--- src/rtl/lut_sweep_pkg.sv ---
`default_nettype none
// lut_sweep_pkg: state encoding, CRC-16-CCITT constants and table sizing helpers for the LUT sweeper. Rev 1.0
package lut_sweep_pkg;

  typedef logic [2:0] sweep_state_t;

  localparam logic [2:0] ST_IDLE    = 3'd0;
  localparam logic [2:0] ST_SETTLE  = 3'd1;
  localparam logic [2:0] ST_CAPTURE = 3'd2;
  localparam logic [2:0] ST_EMIT    = 3'd3;
  localparam logic [2:0] ST_FINISH  = 3'd4;

  localparam logic [15:0] CRC_POLY = 16'h1021;
  localparam logic [15:0] CRC_INIT = 16'hFFFF;

  function automatic int num_entries(input int in_bits);
    return 1 << in_bits;
  endfunction

  function automatic int num_words(input int in_bits, input int out_bits, input int word_w);
    return (num_entries(in_bits) * out_bits) / word_w;
  endfunction

endpackage
`default_nettype wire

--- src/rtl/lut_sweep_crc16.sv ---
`default_nettype none
// lut_sweep_crc16: word-serial CRC-16-CCITT (no reflection, no final XOR), word consumed LSB first. Rev 1.0
module lut_sweep_crc16
  import lut_sweep_pkg::*;
#(
  parameter int WORD_W = 32
) (
  input  logic              clk,
  input  logic              rst_n,
  input  logic              init,
  input  logic              update,
  input  logic [WORD_W-1:0] data,
  output logic [15:0]       crc
);

  logic [15:0] crc_next;

  always_comb begin
    crc_next = crc;
    for (int i = 0; i < WORD_W; i++) begin
      if (crc_next[15] ^ data[i]) begin
        crc_next = {crc_next[14:0], 1'b0} ^ CRC_POLY;
      end else begin
        crc_next = {crc_next[14:0], 1'b0};
      end
    end
  end

  always_ff @(posedge clk) begin
    if (!rst_n || init) begin
      crc <= CRC_INIT;
    end else if (update) begin
      crc <= crc_next;
    end
  end

endmodule
`default_nettype wire

--- src/rtl/lut_truth_table_sweeper.sv ---
`default_nettype none
// lut_truth_table_sweeper: drives every neuron input code, packs the sampled outputs and streams the truth table. Rev 1.0
// Defining LUT_SWEEP_SIG_EN adds a CRC-16-CCITT signature of the emitted stream on the sig port.
module lut_truth_table_sweeper
  import lut_sweep_pkg::*;
#(
  parameter int IN_BITS    = 8,
  parameter int OUT_BITS   = 1,
  parameter int WORD_W     = 32,
  parameter int SAMPLE_LAT = 0
) (
  input  logic                clk,
  input  logic                rst_n,
  input  logic                start,
  output logic                busy,
  output logic                done,
  output logic [IN_BITS-1:0]  probe_addr,
  input  logic [OUT_BITS-1:0] probe_data,
  output logic [WORD_W-1:0]   m_tdata,
  output logic                m_tvalid,
  input  logic                m_tready,
  output logic                m_tlast
`ifdef LUT_SWEEP_SIG_EN
  ,
  output logic [15:0]         sig
`endif
);

  localparam int ENTRIES    = num_entries(IN_BITS);
  localparam int NUM_WORDS  = num_words(IN_BITS, OUT_BITS, WORD_W);
  localparam int SLOTS      = WORD_W / OUT_BITS;
  localparam int CNT_W      = IN_BITS + 1;
  localparam int SLOT_W     = (SLOTS > 1) ? $clog2(SLOTS) : 1;
  localparam int WORD_IDX_W = (NUM_WORDS > 1) ? $clog2(NUM_WORDS) : 1;
  localparam int LAT_W      = (SAMPLE_LAT > 1) ? $clog2(SAMPLE_LAT) : 1;
  // With no sample latency the settle phase is skipped entirely, so a launch goes straight to capture.
  localparam sweep_state_t ST_AFTER_LAUNCH = (SAMPLE_LAT == 0) ? ST_CAPTURE : ST_SETTLE;

  sweep_state_t          state;
  logic [CNT_W-1:0]      addr_cnt;
  logic [SLOT_W-1:0]     slot;
  logic [WORD_IDX_W-1:0] word_idx;
  logic [LAT_W-1:0]      lat_cnt;
  logic [WORD_W-1:0]     pack;
  logic                  word_full;
  logic                  last_word;
  logic                  start_ok;
  logic                  handshake;

  assign word_full = (slot == SLOT_W'(SLOTS - 1));
  assign last_word = (word_idx == WORD_IDX_W'(NUM_WORDS - 1));
  assign start_ok  = (state == ST_IDLE) && start;
  assign handshake = (state == ST_EMIT) && m_tready;

  assign busy       = (state == ST_SETTLE) || (state == ST_CAPTURE) || (state == ST_EMIT);
  assign done       = (state == ST_FINISH);
  assign m_tvalid   = (state == ST_EMIT);
  assign m_tlast    = (state == ST_EMIT) && last_word;
  assign m_tdata    = pack;
  assign probe_addr = addr_cnt[IN_BITS-1:0];

  always_ff @(posedge clk) begin
    if (!rst_n) begin
      state    <= ST_IDLE;
      addr_cnt <= '0;
      slot     <= '0;
      word_idx <= '0;
      lat_cnt  <= '0;
      pack     <= '0;
    end else begin
      case (state)
        ST_IDLE: begin
          if (start) begin
            addr_cnt <= '0;
            slot     <= '0;
            word_idx <= '0;
            lat_cnt  <= '0;
            pack     <= '0;
            state    <= ST_AFTER_LAUNCH;
          end
        end
        ST_SETTLE: begin
          if (lat_cnt == LAT_W'(SAMPLE_LAT - 1)) begin
            lat_cnt <= '0;
            state   <= ST_CAPTURE;
          end else begin
            lat_cnt <= lat_cnt + 1'b1;
          end
        end
        ST_CAPTURE: begin
          // The packer is cleared at each word boundary, so OR-ing in the new slot is enough.
          pack <= pack | (WORD_W'(probe_data) << (slot * OUT_BITS));
          if (word_full) begin
            state <= ST_EMIT;
          end else begin
            addr_cnt <= addr_cnt + 1'b1;
            slot     <= slot + 1'b1;
            state    <= ST_AFTER_LAUNCH;
          end
        end
        ST_EMIT: begin
          if (m_tready) begin
            if (last_word) begin
              state <= ST_FINISH;
            end else begin
              addr_cnt <= addr_cnt + 1'b1;
              slot     <= '0;
              word_idx <= word_idx + 1'b1;
              pack     <= '0;
              state    <= ST_AFTER_LAUNCH;
            end
          end
        end
        ST_FINISH: begin
          state <= ST_IDLE;
        end
        default: begin
          state <= ST_IDLE;
        end
      endcase
    end
  end

`ifdef LUT_SWEEP_SIG_EN
  lut_sweep_crc16 #(
    .WORD_W (WORD_W)
  ) u_crc (
    .clk    (clk),
    .rst_n  (rst_n),
    .init   (start_ok),
    .update (handshake),
    .data   (pack),
    .crc    (sig)
  );
`else
  logic unused_ctl;
  assign unused_ctl = start_ok ^ handshake;
`endif

endmodule
`default_nettype wire

--- config.mk ---
export PLATFORM = sky130hd
export DESIGN_NAME = lut_truth_table_sweeper
export DESIGN_NICKNAME = d
export VERILOG_FILES = /design/src/rtl/lut_sweep_pkg.sv /design/src/rtl/lut_sweep_crc16.sv /design/src/rtl/lut_truth_table_sweeper.sv
export SDC_FILE = /design/constraint.sdc
export NUM_CORES = 1
export LEC_CHECK = 0
export BUFFER_PORTS_ARGS = -buffer_cell sky130_fd_sc_hd__buf_2
export CAP_MARGIN = 20
export CORE_UTILIZATION = 30
export DETAILED_ROUTE_END_ITERATION = 6
export RECOVER_POWER = 100
export SYNTH_ARGS = -nofsm -noshare
export SYNTH_HDL_FRONTEND = slang
export SYNTH_SLANG_ARGS = --single-unit
--- constraint.sdc ---
create_clock -name clk -period 3.6 [get_ports clk]
set_input_delay 0.36 -clock clk [delete_from_list [all_inputs] [get_ports clk]]
set_output_delay 0.36 -clock clk [all_outputs]
set_load 0.05 [all_outputs]
Yosys cells after proc, flatten, opt, wreduce, memory -nomap -nowiden:

Index checks and enable logic that the tools add are counted.

* equality and inequality tests: 11
* reductions and logical operators: 12
* shifts and indexed selects: 1
* bitwise logic cells: 1
* add/sub/neg operators: 4
* mux-type cells: 27

Operator list (number)
* two-way mux 32 bit: 3
* case mux 32 bit (3 select lines): 1
* two-way mux 9 bit: 4
* bitwise OR 32 bit: 1
* << shifter 1 x 5 -> 32 bit: 1
* case mux 9 bit (3 select lines): 1
* two-way mux 3 bit: 7
* two-way mux 5 bit: 4
* case mux 5 bit (3 select lines): 1
* case mux 3 bit (4 select lines): 1
* adder 9 x 1 -> 9 bit (second input constant): 1
* inequality test 2 bit (second input constant): 4
* AND reduction 4 bit: 2
* == test 3 x 2 -> 1 bit (second input constant): 2
* == test 3 bit (second input constant): 2
* case mux 3 bit (2 select lines): 1
* adder 5 x 1 -> 5 bit (second input constant): 1
* == test 5 bit (second input constant): 1
* AND reduction 5 bit: 1
* nonzero test 2 bit: 2
* adder 3 x 1 -> 3 bit (second input constant): 1
* == test 3 x 1 -> 1 bit (second input constant): 1
* zero test 3 bit: 1
* two-way mux 1 bit: 3
* 8 further kinds: 9

* register bits: 53
* word-level logic and storage cells: 62
* output and inout bits: 44
* input bits: 5

Logic depth before layout (Yosys ltp):

Gate-level depths: netlist of the first run.

* depth in word-level cells: 4
* mapped depth: 8
* gate-level depth less buffers: 7

Least setup slack after synthesis of the first run:

No wires, ideal clock.

* path type: reg2reg
* from: reg slot[1]
* to: reg addr_cnt[3]
* arrival: 1.766 ns
* required time: 3.455 ns
* library setup time: 0.145 ns
* cell stages (with the launch flop): 9
* clock period less this slack: 1.911 ns
* path buffers: 1
* path slack: 1.689 ns
* cells stage by stage: dfxtp_1 > ha_1 > and3_1 > ha_1 > nor2b_2 > and2_1 > buf_2 > o311ai_1 > o31ai_1

* word-level cells in the longest chain between the ends: 3

Ends and longest elaborated chain
* start: declaration: line lut_truth_table_sweeper.sv:41 `logic [SLOT_W-1:0] slot;`
* start signal: assignment: line lut_truth_table_sweeper.sv:97 `slot <= slot + 1'b1;`
* == test 5 bit: line lut_truth_table_sweeper.sv:50 `assign word_full = (slot == SLOT_W'(SLOTS - 1));`
* inequality test 2 bit (no line)
* AND reduction 5 bit (no line)
* end signal: assignment: line lut_truth_table_sweeper.sv:96 `addr_cnt <= addr_cnt + 1'b1;`
* end signal: assignment: line lut_truth_table_sweeper.sv:106 `addr_cnt <= addr_cnt + 1'b1;`
* end: declaration: line lut_truth_table_sweeper.sv:40 `logic [CNT_W-1:0] addr_cnt;`

No other way between the ends.
A chain may end at the register's enable or synchronous reset.

Worst setup path in the final report of the first run:

* from: reg word_idx[0]
* to: reg pack[2], in the netlist m_tdata[2]

* word-level cells in the longest chain between the ends: 3

Ends and longest elaborated chain
* start: declaration: line lut_truth_table_sweeper.sv:42 `logic [WORD_IDX_W-1:0] word_idx;`
* start signal: assignment: line lut_truth_table_sweeper.sv:108 `word_idx <= word_idx + 1'b1;`
* == test 3 bit: line lut_truth_table_sweeper.sv:51 `assign last_word = (word_idx == WORD_IDX_W'(NUM_WORDS - 1));`
* inequality test 2 bit (no line)
* AND reduction 4 bit (no line)
* end signal: assignment: line lut_truth_table_sweeper.sv:92 `pack <= pack | (WORD_W'(probe_data) << (slot * OUT_BITS));`
* end: declaration: line lut_truth_table_sweeper.sv:44 `logic [WORD_W-1:0] pack;`

No other way between the ends.

==> out/summary.json, run 1 <==
{
  "run_status": {
    "status": "finished clean"
  },
  "sta": {
    "timing.setup.tns_ns": 0,
    "hold_viol_final": 0,
    "fin_crit_ns": 2.45,
    "layout_worst_path_cycle_share": 0.679,
    "worst_pin_slew_ns": 1.05,
    "clock_skew_after_layout_ns": 0.0108,
    "setup_violations": 0,
    "setup_repair_after_global_routing_missed_its_margin": "false",
    "slew_headroom": 0.297,
    "post-route-worst-setup-slack_ns": 1.15,
    "final_max_slew_viol_count": 0,
    "highest_attainable_clock_frequency_mhz": 409
  },
  "routing": {
    "detailedRoute.firstIterationViolations": 79,
    "total_routed_wirelength_um": 5510,
    "drcViolationCount": 0,
    "wire_per_inst_um": 13.8,
    "antenna_violating_nets_post_route": 0,
    "vias_per_cell": 5.13,
    "vias": 2042,
    "dr.pass1.iters": 4
  },
  "setup_path": {
    "max_stage_delay_ns": 0.87,
    "worst_r2r_startpoint": "word_idx[0]",
    "crit_slowest_cell": "or2b_1",
    "worstPathArrival_ns": 2.60,
    "path_class": "flip-flop to flip-flop",
    "r2r_slack_ns": 1.15,
    "worst_r2r_dst": "m_tdata[2]",
    "worstSetupEndpointType": "flip-flop",
    "worst_path_dominant_cell_family": "simple AND/OR/NAND/NOR gates",
    "crit_path_buf_inv_count": 0,
    "reg2regPathDepth": 6,
    "worstPathRequired_ns": 3.76,
    "path_cells": "ha_1 > ha_1 > nand4b_1 > a21oi_1 > or2b_1 > nor2_1",
    "cpMostUsedCell": "ha_1",
    "critPathMaxFanout": 32,
    "startpoint_type": "flip-flop"
  },
  "die": {
    "fp.dieArea_mm2": 0.00786,
    "die_width_um": 88.7,
    "design.portCount": 49,
    "core_region_area_mm2": 0.00725,
    "initial_utilization": 0.311,
    "die_y_um": 88.7,
    "num_rows": 31
  },
  "logic_synthesis": {
    "yosys.area.top_type": "dfxtp_1",
    "ys_types": 43,
    "post_synth_main_area_contributors": "dfxtp_1 (46%), a31oi_1 (9.2%), nor2_1 (8.0%)",
    "ys_async_sr_fraction": 0,
    "synth_most_common_cell": "dfxtp_1",
    "ys_ff_latch": 52,
    "syn_area_mm2": 0.00225,
    "synth_top_cells_by_count": "dfxtp_1 (52), nor2_1 (48), a31oi_1 (33)",
    "synth_area_per_cell_um2": 8.63,
    "yosys_warnings": 0,
    "synth_largest_type_area_fraction": 0.462,
    "predominant_post_synthesis_flop_cell": "dfxtp_1",
    "post_synth_edffs": 0,
    "post_synthesis_net_count": 271,
    "sequential_area_share_after_synthesis": 0.462,
    "post_synth_inst_count": 261
  },
  "flow_run": {
    "drv.max_cap_violation_count": 0
  },
  "pwr": {
    "power_density_mw_per_mm2": 418,
    "max-vdd-ir-drop_uv": 215,
    "static-leakage-power_nw": 0.891
  },
  "placed_design": {
    "portBuffers": 48,
    "worst_setup_timing_slack_at_the_placement_stage_ns": 1.47,
    "dp_cells": 390,
    "place_hpwl_um": 3710,
    "globalplace.congestion": 0.712
  },
  "min_path": {
    "min_delay_startpoint": "start",
    "number_of_cells_on_the_worst_hold_path": 3,
    "min_to": "state[0]",
    "hold_class": "primary input to flip-flop"
  },
  "clock_network": {
    "postCtsSetupRepairBufs": 0,
    "cts.clk_slew.worst_paths_ns": 0.10,
    "max-clock-path-buffers": 2,
    "post_cts_resized": 0,
    "cts_buffers": 5,
    "clock_tree.htree_level_count": 2,
    "number_of_sinks_on_the_clock_net": 52,
    "root_buffer": "clkbuf_8",
    "postCtsHoldBufs": 0,
    "clock_latency_ns": 0.31,
    "clock_tree_from_tritoncts": "done"
  },
  "layout": {
    "post-route-util": 0.351,
    "layout.nets": 308,
    "instances_no_fill": 398,
    "antenna_cells_inserted": 0,
    "post_route_cells_drive_above_1_share": 0.0569,
    "area.growth.synth_to_final_pct": 12.9
  },
  "global_routing": {
    "grt_pass1_wl_um": 9120,
    "grt_max_degree": 37,
    "first_global_vias": 1889,
    "globalRoute.totalOverflow": 0,
    "global_route.usage.total": 0.149,
    "grt_antenna_before_repair": 0
  }
}
placed cells by master, fill, tap and decap left out, types with 8 or more instances in the layout:
| cell | count |
|---|---|
| a21oi_1 | 14 |
| a31oi_1 | 33 |
| clkbuf_1 | 44 |
| dfxtp_1 | 52 |
| nand2_1 | 9 |
| nand2b_1 | 9 |
| nor2_1 | 48 |
| o21ai_0 | 8 |
layout make-up:
| cell class | count | area, um2 |
|---|---|---|
| fillers | 802 | 4710 |
| flip-flops and latches | 52 | 1040 |
| inverters | 2 | 7.51 |
| well taps | 99 | 124 |
| clock buffers | 5 | 68.8 |
| multi-input cells | 188 | 1090 |
| clock inverters | 3 | 22.5 |
| repair buffers | 49 | 193 |
logic make-up (layout without fill, tap and decap cells):
family          count (synthesis)  count (layout)  synth area share
simple gates                  109             109             0.248
fa+ha+maj                       5               5            0.0278
compound gates                 74              74             0.212
flops                          52              52             0.462
buf+inv                        21              59            0.0511
tightest hold or removal path: cells and delay by family:
family	cells	cell delay, ns
buffers and inverters	1	0.12
AO/OA/AOI/OAI	1	0.07
AND/OR/NAND/NOR	1	0.08
per-stage QoR:
step,power (W),cell area [um2],hold slack (ns)
detailed placement,0.000730,2520,0.453
CTS,0.00107,2610,0.375
floorplan,0.000709,2250,0.440
global placement,0.000729,2520,0.442
global route,0.00111,2540,0.378
finish,0.00106,2540,0.381
power breakdown:
group,internal [W],switching [W]
logic,0.0000297,0.0000887
clock network,0.000140,0.000208
registers,0.000582,0.0000136
state kept, by name, indices dropped and copies added, names as in the netlist:
signal    flops
lat_cnt       1
addr_cnt      8
word_idx      3
state         3
slot          5
m_tdata      32
per-layer routing:
metal,part of all wire,global-route usage,vias to the layer above
li1,-,-,1034
met1,0.51,0.209,950
met2,0.43,0.230,54
met3,0.050,0.0308,4
met4,0.0089,0.0440,0
met5,0,0,-
worst max-delay path by stage:
stage                 from     endpoint  slack (ns)  depth (start not counted)
6_report       word_idx[0]   m_tdata[2]        1.15                          6
5_1_grt        word_idx[0]   m_tdata[3]        0.90                          6
4_1_cts            slot[0]  addr_cnt[4]        1.45                          7
3_5_place_dp       slot[0]  addr_cnt[4]        1.47                          7
3_3_place_gp       slot[0]  addr_cnt[2]        1.53                          7
2_1_floorplan      slot[1]  addr_cnt[3]        1.69                          8
No activity file was read; power rests on OpenSTA's default activity.
==> run 2: changes to the inputs <==
==> constraint.sdc (replaced) <==
create_clock -name clk -period 2.25 [get_ports clk]
set_input_delay 0.225 -clock clk [delete_from_list [all_inputs] [get_ports clk]]
set_output_delay 0.225 -clock clk [all_outputs]
set_load 0.05 [all_outputs]
==> run 2 against run 1 <==
Critical path depth is 1 higher. Via count is 1.7% higher. Global-route usage hardly changed. Register-to-register slack worse by 0.91 ns. First-iteration DRC count is 42% higher. Clock power is 57% higher. Design area is 0.84% higher. Fmax is 22% higher. Power is 59% higher. Critical endpoint is now addr_cnt[2].
==> out/summary.json, run 2 (synthesis results as in run 1) <==
{
  "clock_network": {
    "clock_tree.htree_level_count": {"value": 2, "change": "unchanged"},
    "postCtsSetupRepairBufs": {"value": 0, "change": "unchanged"},
    "post_cts_resized": {"value": 0, "change": "unchanged"},
    "number_of_sinks_on_the_clock_net": {"value": 52, "change": "unchanged"},
    "root_buffer": {"value": "clkbuf_8", "change": "unchanged"},
    "max-clock-path-buffers": {"value": 2, "change": "unchanged"},
    "cts.clk_slew.worst_paths": {"value": 0.10, "unit": "ns", "change": "about the same"},
    "clock_tree_from_tritoncts": {"value": "done", "change": "unchanged"},
    "clock_latency": {"value": 0.31, "unit": "ns", "change": "about the same"},
    "postCtsHoldBufs": {"value": 0, "change": "unchanged"},
    "cts_buffers": {"value": 5, "change": "unchanged"}
  },
  "pwr": {
    "static-leakage-power": {"value": 0.914, "unit": "nW", "change": "was 0.891 nW"},
    "power_density": {"value": 660, "unit": "mW/mm2", "change": "was 418 mW/mm2"},
    "max-vdd-ir-drop": {"value": 344, "unit": "uV", "change": "was 215 uV"}
  },
  "routing": {
    "wire_per_inst": {"value": 13.7, "unit": "um", "change": "was 13.8 um"},
    "detailedRoute.firstIterationViolations": {"value": 112, "change": "was 79"},
    "vias_per_cell": {"value": 5.18, "change": "was 5.13"},
    "antenna_violating_nets_post_route": {"value": 0, "change": "unchanged"},
    "drcViolationCount": {"value": 0, "change": "unchanged"},
    "vias": {"value": 2076, "change": "was 2042"},
    "dr.pass1.iters": {"value": 6, "change": "was 4"},
    "total_routed_wirelength": {"value": 5500, "unit": "um", "change": "was 5510 um"}
  },
  "setup_path": {
    "path_class": {"value": "flip-flop to flip-flop", "change": "unchanged"},
    "max_stage_delay": {"value": 0.36, "unit": "ns", "change": "was 0.87 ns"},
    "path_cells": {"value": "ha_1 > and3_1 > ha_1 > nor2b_1 > and2_1 > o311ai_0 > o21ai_0", "change": "was ha_1 > ha_1 > nand4b_1 > a21oi_1 > or2b_1 > nor2_1"},
    "worst_path_dominant_cell_family": {"value": "simple AND/OR/NAND/NOR gates", "change": "unchanged"},
    "worstPathRequired": {"value": 2.44, "unit": "ns", "change": "was 3.76 ns"},
    "startpoint_type": {"value": "flip-flop", "change": "unchanged"},
    "worstSetupEndpointType": {"value": "flip-flop", "change": "unchanged"},
    "r2r_slack": {"value": 0.24, "unit": "ns", "change": "was 1.15 ns"},
    "critPathMaxFanout": {"value": 12, "change": "was 32"},
    "crit_path_buf_inv_count": {"value": 0, "change": "unchanged"},
    "cpMostUsedCell": {"value": "ha_1", "change": "unchanged"},
    "crit_slowest_cell": {"value": "o311ai_0", "change": "was or2b_1"},
    "worstPathArrival": {"value": 2.19, "unit": "ns", "change": "was 2.60 ns"}
  },
  "layout": {
    "layout.cell_area.non_filler": {"value": 0.00256, "unit": "mm2", "change": "was 0.00254 mm2"},
    "area.growth.synth_to_final": {"value": 13.8, "unit": "%", "change": "was 12.9%"},
    "antenna_cells_inserted": {"value": 0, "change": "unchanged"},
    "mostFrequentLayoutCell": {"value": "dfxtp_1", "change": "unchanged"},
    "layout.nets": {"value": 311, "change": "was 308"},
    "post_route_cells_drive_above_1_share": {"value": 0.0728, "change": "was 0.0569"},
    "most-common-layout-cells": {"value": "dfxtp_1 (52), nor2_1 (49), clkbuf_1 (42)", "change": "was dfxtp_1 (52), nor2_1 (48), clkbuf_1 (44)"},
    "largest_register_ff_count": {"value": 32, "change": "unchanged"}
  },
  "global_routing": {
    "global_route.usage.total": {"value": 0.149, "change": "about the same"},
    "globalRoute.totalOverflow": {"value": 0, "change": "unchanged"},
    "grt_antenna_before_repair": {"value": 0, "change": "unchanged"},
    "grt_max_degree": {"value": 35, "change": "was 37"},
    "grt_pass1_wl": {"value": 9170, "unit": "um", "change": "was 9120 um"},
    "first_global_vias": {"value": 1880, "change": "was 1889"}
  },
  "sta": {
    "slew_headroom": {"value": 0.548, "change": "was 0.297"},
    "final_max_slew_viol_count": {"value": 0, "change": "unchanged"},
    "worst_pin_slew": {"value": 0.676, "unit": "ns", "change": "was 1.05 ns"},
    "layout_worst_path_cycle_share": {"value": 0.893, "change": "was 0.679"},
    "clock_skew_after_layout": {"value": 0.00641, "unit": "ns", "change": "was 0.0108 ns"},
    "setup_repair_after_global_routing_missed_its_margin": {"value": "false", "change": "unchanged"},
    "timing.setup.tns": {"value": 0, "unit": "ns", "change": "unchanged"},
    "hold_viol_final": {"value": 0, "change": "unchanged"},
    "fin_crit": {"value": 2.01, "unit": "ns", "change": "was 2.45 ns"},
    "highest_attainable_clock_frequency": {"value": 498, "unit": "MHz", "change": "was 409 MHz"},
    "setup_violations": {"value": 0, "change": "unchanged"}
  },
  "die": {
    "core_region_area": {"value": 0.00725, "unit": "mm2", "change": "unchanged"},
    "num_rows": {"value": 31, "change": "unchanged"},
    "die_width": {"value": 88.7, "unit": "um", "change": "unchanged"},
    "fp.dieArea": {"value": 0.00786, "unit": "mm2", "change": "unchanged"},
    "die_y": {"value": 88.7, "unit": "um", "change": "unchanged"},
    "design.portCount": {"value": 49, "change": "unchanged"},
    "initial_utilization": {"value": 0.311, "change": "unchanged"}
  },
  "placed_design": {
    "place_hpwl": {"value": 3780, "unit": "um", "change": "was 3710 um"},
    "globalplace.congestion": {"value": 0.750, "change": "was 0.712"},
    "placedInstanceArea": {"value": 0.00254, "unit": "mm2", "change": "was 0.00252 mm2"},
    "portBuffers": {"value": 48, "change": "unchanged"}
  },
  "run_status": {
    "status": {"value": "finished clean", "change": "unchanged"}
  },
  "min_path": {
    "hold_class": {"value": "primary input to flip-flop", "change": "unchanged"}
  },
  "flow_run": {
    "drv.max_cap_violation_count": {"value": 0, "change": "unchanged"}
  }
}
## run 2: cell count changes in the layout (fill, tap and decap cells not counted), sizes merged
| cell | change |
|---|---|
| buf | +3 |
## run 2: through the flow
stage               hold WS [ns]  std cells  setup WS, ns  power [W]  utilization
finish                     0.240        401         0.242    0.00169        0.354
floorplan                  0.414        261         0.339    0.00113            -
CTS                        0.240        401         0.214    0.00172        0.363
global placement           0.442        393         0.261    0.00117        0.350
global route               0.269        401        0.0418    0.00178        0.354
detailed placement         0.450        393         0.244    0.00117        0.350
## run 2: worst paths after layout
path	from	to	cells after the start
hold reg to reg	m_tdata[5]	m_tdata[5]	2
hold / removal	probe_data	m_tdata[23]	3
setup reg to reg	slot[0]	addr_cnt[2]	7
setup / recovery	slot[0]	addr_cnt[2]	7
## run 2: per-layer routing
| layer | vias up | share of wire | wire length [um] | track usage |
|---|---|---|---|---|
| met4 | 0 | 0.0084 | 46 | 0.0396 |
| met3 | 5 | 0.046 | 254 | 0.0299 |
| met2 | 55 | 0.44 | 2430 | 0.229 |
| met5 | - | 0 | 0 | 0 |
| met1 | 975 | 0.50 | 2770 | 0.213 |
| li1 | 1041 | - | - | - |
## run 2: final cells by class
type                       count  area [um2]
clock buffer                   5        68.8
clock inverter                 3        22.5
fill                         796        4690
inverter                       2        7.51
multi-input combinational    188        1080
sequential                    52        1040
tap                           99         124
timing repair buffer          52         218
## run 2: where the power goes
group	leakage (nW)	switching (W)	internal, W
Combinational	0.446	0.000145	0.0000508
Sequential	0.420	0.0000176	0.000932
Clock	0.0485	0.000324	0.000224
## run 2: worst register-to-register path, cell delays in order, from the launching register on
cell and delay, ns:
dfxtp_1 0.32, ha_1 0.22, and3_1 0.19, ha_1 0.20, nor2b_1 0.16, and2_1 0.32, o311ai_0 0.36, o21ai_0 0.13
